[src/rtl/fpu_pkg.sv]
// Shared types and constants for the FP add/sub arbitration path.
package fpu_pkg;

    localparam logic [31:0] FP_QNAN     = 32'h7FC0_0000;
    localparam int          FP_SIGN_BIT = 31;

    typedef enum logic [1:0] {IDLE, ISSUE, WAIT, RESP} arb_state_e;

    typedef struct packed {
        logic [31:0] a;
        logic [31:0] b;
        logic        op;
    } fp_req_t;

endpackage

[src/rtl/rr_pick.sv]
// Combinational round-robin finder: first set request at or after ptr, wrapping.
module rr_pick #(
    parameter int NREQ = 4,
    parameter int IDW  = 2
) (
    input  logic [NREQ-1:0] req,
    input  logic [IDW-1:0]  ptr,
    output logic [NREQ-1:0] gnt,
    output logic [IDW-1:0]  idx,
    output logic            any
);

    logic [NREQ-1:0] rot;
    logic [IDW-1:0]  off;
    logic [IDW:0]    sum;

    always_comb begin
        // rot[k] = req[(ptr + k) mod NREQ]; lowest k wins
        rot = NREQ'({req, req} >> ptr);
        off = '0;
        for (int k = NREQ - 1; k >= 0; k--)
            if (rot[k]) off = IDW'(k);
        sum = {1'b0, ptr} + {1'b0, off};
        if (sum >= (IDW+1)'(NREQ)) sum = sum - (IDW+1)'(NREQ);
        idx = sum[IDW-1:0];
        any = |req;
        gnt = any ? (NREQ'(1) << idx) : '0;
    end

endmodule

[src/rtl/fp_addsub_arbiter.sv]
// Round-robin front end sharing one fp_add_sub core among NREQ requesters,
// one operation in flight, with a watchdog that aborts a hung core.
module fp_addsub_arbiter
    import fpu_pkg::*;
#(
    parameter int NREQ    = 4,
    parameter int IDW     = 2,
    parameter int TMO_CYC = 255
) (
    input  logic                 clk,
    input  logic                 rst,
    input  logic [NREQ-1:0]      req_valid,
    output logic [NREQ-1:0]      req_ready,
    input  logic [NREQ-1:0]      req_op,
    input  logic [32*NREQ-1:0]   req_a,
    input  logic [32*NREQ-1:0]   req_b,
    output logic                 rsp_valid,
    output logic [IDW-1:0]       rsp_id,
    output logic [31:0]          rsp_data,
    output logic                 rsp_err,
    output logic                 core_start,
    output logic [31:0]          core_num1,
    output logic [31:0]          core_num2,
    input  logic                 core_done,
    input  logic [31:0]          core_out
);

    localparam int WDW = $clog2(TMO_CYC + 1);

    arb_state_e      state, state_nxt;
    logic [IDW-1:0]  rr_ptr, lat_id, pick_idx;
    logic [NREQ-1:0] pick_gnt;
    logic            pick_any;
    logic [WDW-1:0]  wdog, wdog_inc;
    logic            wd_hit;
    fp_req_t         sel;

    rr_pick #(.NREQ(NREQ), .IDW(IDW)) u_pick (
        .req (req_valid),
        .ptr (rr_ptr),
        .gnt (pick_gnt),
        .idx (pick_idx),
        .any (pick_any)
    );

    always_comb begin
        sel = '0;
        for (int i = 0; i < NREQ; i++)
            if (pick_gnt[i]) sel = '{a: req_a[32*i +: 32], b: req_b[32*i +: 32], op: req_op[i]};
    end

    assign req_ready  = (state == IDLE && !rst) ? pick_gnt : '0;
    assign core_start = (state == ISSUE) && !rst;
    assign rsp_valid  = (state == RESP) && !rst;

    // wdog counts WAIT cycles including the current one, so the limit is hit
    // on the TMO_CYC-th cycle of WAIT and RESP follows immediately.
    assign wdog_inc = (wdog == WDW'(TMO_CYC)) ? wdog : wdog + 1'b1;
    assign wd_hit   = (wdog_inc == WDW'(TMO_CYC));

    always_comb begin
        state_nxt = state;
        case (state)
            IDLE:    if (pick_any) state_nxt = ISSUE;
            ISSUE:   state_nxt = WAIT;
            WAIT:    if (core_done || wd_hit) state_nxt = RESP;
            RESP:    state_nxt = IDLE;
            default: state_nxt = IDLE;
        endcase
    end

    always_ff @(posedge clk) begin
        if (rst) begin
            state     <= IDLE;
            rr_ptr    <= '0;
            lat_id    <= '0;
            wdog      <= '0;
            core_num1 <= '0;
            core_num2 <= '0;
            rsp_id    <= '0;
            rsp_data  <= '0;
            rsp_err   <= 1'b0;
        end else begin
            state <= state_nxt;
            case (state)
                IDLE: if (pick_any) begin
                    // operands are presented to the core already during ISSUE
                    lat_id    <= pick_idx;
                    core_num1 <= sel.a;
                    core_num2 <= sel.b ^ (32'(sel.op) << FP_SIGN_BIT);
                end
                ISSUE: wdog <= '0;
                WAIT: begin
                    wdog <= wdog_inc;
                    if (core_done) begin
                        rsp_data <= core_out;
                        rsp_err  <= 1'b0;
                        rsp_id   <= lat_id;
                    end else if (wd_hit) begin
                        rsp_data <= FP_QNAN;
                        rsp_err  <= 1'b1;
                        rsp_id   <= lat_id;
                    end
                end
                RESP: rr_ptr <= (lat_id == IDW'(NREQ - 1)) ? '0 : lat_id + 1'b1;
                default: ;
            endcase
        end
    end

endmodule
[config.mk]
export PLATFORM = sky130hd
export DESIGN_NAME = fp_addsub_arbiter
export DESIGN_NICKNAME = d
export VERILOG_FILES = /design/src/rtl/fpu_pkg.sv /design/src/rtl/rr_pick.sv /design/src/rtl/fp_addsub_arbiter.sv
export SDC_FILE = /design/constraint.sdc
export NUM_CORES = 1
export LEC_CHECK = 0
export CORE_AREA = 4 4 156 158
export DETAILED_ROUTE_END_ITERATION = 12
export DIE_AREA = 0 0 160 162
export PLACE_DENSITY = 0.68
export SETUP_SLACK_MARGIN = 0.4
export SYNTH_ARGS = -nofsm -noshare
export SYNTH_HDL_FRONTEND = slang
export SYNTH_SLANG_ARGS = --single-unit
[constraint.sdc]
create_clock -name clk -period 6.8 [get_ports clk]
set_input_delay 1.7 -clock clk [delete_from_list [all_inputs] [get_ports clk]]
set_output_delay 1.7 -clock clk [all_outputs]
set_load 0.01 [all_outputs]
==> out/qor.csv, run 1 <==
stage,metric,value,unit
sta,skew,0.0123,ns
global_routing,grt_start_max_net_pins,81,
cells_and_area,fin_nets,1676,
clocking,post_cts_resized,0,
global_routing,grt_pass1_wl,49.4,mm
power_and_ir_drop,seq_power_share,26.2,%
detailed_routing,drtIter0Drc,752,
die,initial_core_util,31.3,%
sta,max_slew_margin,35.9,%
hold_path,hp-class,register to register,
cells_and_area,final_cell_mix,"402 x clkdlybuf4s50_1, 291 x nand2_1, 152 x a21oi_1",
clocking,root_buffer,clkbuf_16,
sta,worst_hold_slack,0.460,ns
power_and_ir_drop,clockPowerShare,24.8,%
clocking,insertion_delay,0.42,ns
clocking,cts_setup_buffers,0,
clocking,htree_levels,4,
cells_and_area,drive_above_1_share,4.78,%
synth,ys_warn_count,0,
setup_path,reg2regPathDepth,11,
run,maxCapViolations,0,
synth,avgSynthCellArea,7.00,um2
sta,report.final.slew_viol_count,0,
setup_path,cp.arrival,4.52,ns
hold_path,hold_end,rsp_err$_SDFFE_PP0P_,
detailed_routing,via_count,9362,
setup_path,r2r-end,core_num1[1]$_SDFFE_PP0P_,
power_and_ir_drop,internal_power,2210,uW
place,post-place-ws,0.458,ns
power_and_ir_drop,combPwrFrac,49.0,%
clocking,hold_buffers,0,
sta,setup_viol,0,
sta,fin_crit,6.22,ns
power_and_ir_drop,p_leak,0.00402,uW
die,io_pins,404,
cells_and_area,areaGrowthSynthToFinish,65.1,%
clocking,numClockSinks,113,
hold_path,min_from,rsp_err$_SDFFE_PP0P_,
power_and_ir_drop,p_sw,1540,uW
die,core,23100,um2
clocking,cts_buffer_depth,2,
power_and_ir_drop,peakVddDrop,0.190,mV
cells_and_area,final_common_cell,clkdlybuf4s50_1,
sta,rsz0062_at_grt,false,
power_and_ir_drop,p_sw_share,41.0,%
setup_path,r2r_start,rr_ptr[0]$_SDFFE_PP0N_,
clocking,cts_made_buffers,17,
sta,period_share,91.4,%
synth,ys.flop_type,dfxtp_1,
sta,worst_slack,0.584,ns
place,place_inst,1639,
synth,postSynthCellCount,1035,
power_and_ir_drop,powerDensity,314,nW/um2
detailed_routing,firstDrtPassIters,5,
setup_path,crit_path_end_kind,primary output,
synth,seq_area_frac_synth,31.2,%
detailed_routing,wl_per_cell,20.0,um
sta,finalSetupTns,0,ns
detailed_routing,ant_nets,0,
place,gp_congestion,0.859,
synth,synth.distinct_cells,55,
cells_and_area,final_cells,1673,
setup_path,cp.required,5.10,ns
place,hpwl,22.7,mm
global_routing,grt_overflow,0,
status,status,"finished, final reports clean",
hold_path,worst_hold_path.num_cells,2,
synth,syn_nets,1342,
global_routing,grt.total_usage,23.7,%
setup_path,start_kind,primary input,
die,rows,56,
die,fp.dieH,162,um
synth,async_flop_share,0,%
global_routing,antenna_found_initial,0,
detailed_routing,drcViolationCount,0,
sta,max_slew.worst_pin.slew,0.959,ns
detailed_routing,wirelength,33.5,mm
setup_path,r2r_slack,3.14,ns
global_routing,grt_pass1_vias,8890,
place,io_buffers,403,
clocking,clk_pin_slew,0.07,ns
detailed_routing,routed_via_density,5.60,
clocking,cts_tree,done,
sta,finalHoldViolCount,0,
die,die_w,160,um
setup_path,criticalPathCategory,primary input to primary output,
die,die_area,25900,um2
setup_path,cp_max_fo,12,
synth,yosys_register_bits,113,
power_and_ir_drop,p_total,3750,uW
sta,fmax,0.161,GHz
synth,synth_area,7240,um2
synth,synth_edf_count,0,
-- routing by layer --
layer  track usage [%]  up-vias  wire length (um)
met5                 0        -                 0
met4              8.13        0               933
met2              40.8      454             16300
li1                  -     4462                 -
met1              28.4     4394             13400
met3              6.85       52              2840
-- worst max-delay path, stage by stage --
cell and delay, ns:
clkdlybuf4s50_1 0.62, inv_1 0.09, o311a_1 0.34, o221ai_1 0.29, ha_4 0.32, xnor2_4 0.19
nor4_1 0.35, clkdlybuf4s50_1 0.61
-- state kept, by name (all words and copies together), names as in the netlist --
name and flops:
rsp_id 2, lat_id 2, state 2, wdog 8, rsp_data 32, core_num2 32, rsp_err 1, core_num1 32
rr_ptr 2
-- worst max-delay path by stage --
| stage | start | endpoint | slack (ns) |
|---|---|---|---|
| 6_report | req_valid[3] | req_ready[0] | 0.58 |
| 2_1_floorplan | req_valid[1] | req_ready[1] | 1.21 |
| 5_1_grt | req_valid[3] | req_ready[0] | 0.48 |
| 3_5_place_dp | req_valid[3] | req_ready[0] | 0.46 |
| 4_1_cts | req_valid[3] | req_ready[0] | 0.43 |
| 3_3_place_gp | req_valid[0] | req_ready[3] | 0.48 |
-- synth_stat cells, drive strengths merged (2+ instances only) --
library cell,count,area [um2]
xor2,2,17.5
buf,14,138
nor2,29,109
nor2b,5,31.3
a31oi,4,25.0
o221ai,2,23.8
and3,2,12.5
dfxtp,113,2260
and2,6,37.5
ha,8,100
a32oi,64,561
inv,17,63.8
xnor2,4,61.3
nand3,28,140
o211ai,5,42.5
nor4,3,18.8
a311oi,73,639
a21oi,152,761
clkbuf,92,345
mux2i,5,50.1
o21ai,71,355
nor3b,2,15.0
nor3,3,15.0
a221oi,2,17.5
o31ai,2,20.0
o21ba,2,20.0
a211oi,6,45.0
nand2,291,1090
nand4b,2,17.5
nand4,4,25.0
and4,2,17.5
nand2b,5,31.3
a22oi,3,27.5
-- stage by stage --
step	instance area (um2)	util [%]
2_1_floorplan	7240	-
3_3_place_gp	11300	49.1
3_5_place_dp	11300	49.1
4_1_cts	11900	51.6
5_1_grt	12000	51.7
6_report	12000	51.7
-- cells by family after synthesis --
kind of cell | share of synthesized area, %
DFF | 31.2
and+or+nand+nor | 22.1
AOI/OAI and AO/OA | 36.0
adders and majority gates | 1.38
buffers and inverters | 7.55
xor gates and xnor gates | 1.09
muxes | 0.691
-- power by group through the flow --
stage          logic, uW  registers (uW)  clock network [uW]
6_report            1840             984                 930
5_1_grt             1980            1010                 976
4_1_cts             1840             983                 951
3_5_place_dp        1830             993                   0
3_3_place_gp        1810             992                   0
2_1_floorplan        896            1070                   0
-- final cells by class --
class	instances	area, um2
Antenna cell	1	2.50
Clock buffer	17	425
Clock inverter	15	161
Fill cell	2217	11200
Inverter	17	63.8
Multi-Input combinational cell	800	4500
Sequential cell	113	2260
Tap cell	290	363
Timing Repair Buffer	420	4180
Note: power is estimated with default switching activity, not from simulation.
==> run 2: changes to the inputs <==
Settings changed: PLACE_DENSITY 0.68 to 0.71, TNS_END_PERCENT set to 20.
==> run 2 against run 1 <==
Effect of this change: non-clock buffer count increased by 1; first-iteration DRC count decreased by 1.5%; global-route usage increased by 0.25 points; count of clock-buffer cells in the layout unchanged; sequential share of layout area about the same; critical path depth unchanged; worst setup slack improved by 0.13 ns; cell count unchanged; largest cell class unchanged.
==> out/qor.csv, run 2 (synthesized netlist as in run 1, its figures left out) <==
stage,metric,value,unit
status,status,"finished, final reports clean",
die,initial_core_util,31.3,%
setup_path,cp.arrival,4.38,ns
setup_path,crit_path_end_kind,primary output,
cells_and_area,areaGrowthSynthToFinish,65.2,%
global_routing,grt_start_max_net_pins,119,
place,placed_area,11400,um2
global_routing,grt_pass1_vias,8971,
cells_and_area,drive_above_1_share,4.78,%
clocking,numClockSinks,113,
hold_path,hp-class,register to register,
die,die_area,25900,um2
place,gp_congestion,0.926,
global_routing,grt_overflow,0,
clocking,root_buffer,clkbuf_16,
die,core,23100,um2
global_routing,grt.total_usage,24.0,%
setup_path,r2r_slack,3.47,ns
clocking,cts_setup_buffers,0,
detailed_routing,wirelength,33.0,mm
setup_path,reg2regPathDepth,7,
setup_path,criticalPathCategory,primary input to primary output,
detailed_routing,drtIter0Drc,741,
setup_path,cp_max_fo,13,
detailed_routing,via_count,9467,
setup_path,path_depth,8,
sta,rsz0062_at_grt,false,
die,io_pins,404,
sta,max_slew_margin,39.5,%
setup_path,slowest_stage,clkdlybuf4s50_1,
clocking,cts_made_buffers,17,
die,fp.dieH,162,um
setup_path,slowest_delay,0.62,ns
sta,fin_crit,6.08,ns
setup_path,cp_num_buf_inv,3,
clocking,post_cts_resized,0,
sta,finalSetupTns,0,ns
run,maxCapViolations,0,
clocking,htree_levels,4,
die,die_w,160,um
sta,fmax,0.164,GHz
place,io_buffers,403,
hold_path,worst_hold_path.num_cells,2,
setup_path,critPathTopFamily,buffers and inverters,
hold_path,min_from,rsp_err$_SDFFE_PP0P_,
setup_path,cp.required,5.10,ns
detailed_routing,drcViolationCount,0,
clocking,insertion_delay,0.42,ns
global_routing,antenna_found_initial,1,
sta,skew,0.0119,ns
power_and_ir_drop,peakVddDrop,0.229,mV
sta,period_share,89.5,%
setup_path,start_kind,primary input,
setup_path,path_cells,clkdlybuf4s50_1 > inv_1 > o311a_1 > o221ai_1 > ha_2 > xnor2_4 > nor4_1 > clkdlybuf4s50_1,
setup_path,cp-startpoint,req_valid[3],
clocking,cts_tree,done,
global_routing,use_met2,41.1,%
detailed_routing,wl_per_cell,19.7,um
cells_and_area,final_common_cell,clkdlybuf4s50_1,
detailed_routing,routed_via_density,5.66,
power_and_ir_drop,p_leak,0.00403,uW
global_routing,grtUsageMet1,29.5,%
global_routing,grt_pass1_wl,50.4,mm
clocking,clk_pin_slew,0.06,ns
clocking,hold_buffers,0,
setup_path,r2r_start,rr_ptr[0]$_SDFFE_PP0N_,
sta,setup_viol,0,
global_routing,grt_use_met3,6.27,%
sta,max_slew.worst_pin.slew,0.907,ns
detailed_routing,firstDrtPassIters,5,
place,hpwl,22.9,mm
cells_and_area,top_regs,"core_num1 x32, core_num2 x32, rsp_data x32",
cells_and_area,fin_area,12000,um2
setup_path,worst_path_most_repeated_cell,clkdlybuf4s50_1,
clocking,cts_buffer_depth,2,
detailed_routing,ant_nets,0,
cells_and_area,final_cell_mix,"402 x clkdlybuf4s50_1, 291 x nand2_1, 152 x a21oi_1",
die,rows,56,
sta,report.final.slew_viol_count,0,
sta,finalHoldViolCount,0,
cells_and_area,fin_nets,1676,
power_and_ir_drop,powerDensity,313,nW/um2
global_routing,top_usage_layer,met2,
run 2: routing by layer:
layer | vias up | part of all wire [%]
met5 | - | 0
li1 | 4460 | -
met3 | 51 | 8.8
met1 | 4503 | 40
met2 | 453 | 48
met4 | 0 | 2.5
run 2: area by class of cell:
type,count,area (um2)
Antenna cell,1,2.50
Clock buffer,17,425
Clock inverter,15,184
Fill cell,2215,11200
Inverter,17,63.8
Multi-Input combinational cell,799,4480
Sequential cell,113,2260
Tap cell,290,363
Timing Repair Buffer,421,4190
run 2: worst min-delay path, delay by kind of cell, from the launching register on:
family / cells / cell delay (ns)
DFF: 1 / 0.31
buffers and inverters: 1 / 0.05
AOI/OAI and AO/OA: 1 / 0.05
run 2: final timing paths:
path | endpoint
hold reg to reg | rsp_err$_SDFFE_PP0P_
hold / removal | rsp_err$_SDFFE_PP0P_
setup reg to reg | core_num1[5]$_SDFFE_PP0P_
setup / recovery | req_ready[2]
run 2: stage by stage:
| stage | cells | hold slack [ns] | power, uW | setup slack [ns] | utilization [%] |
|---|---|---|---|---|---|
| global placement | 1640 | 0.444 | 2790 | 0.711 | 49.1 |
| global route | 1673 | 0.487 | 3980 | 0.472 | 51.8 |
| CTS | 1672 | 0.462 | 3770 | 0.667 | 51.7 |
| floorplan | 1035 | 0.459 | 1960 | 1.21 | - |
| finish | 1673 | 0.458 | 3740 | 0.717 | 51.8 |
| detailed placement | 1640 | 0.449 | 2820 | 0.672 | 49.1 |
run 2: where the power goes:
group / leakage [uW] / switching [uW] / internal, uW
Combinational: 0.00281 / 1000 / 820
Clock: 0.000298 / 430 / 502
Sequential: 0.000924 / 127 / 864
Total: 0.00403 / 1560 / 2190
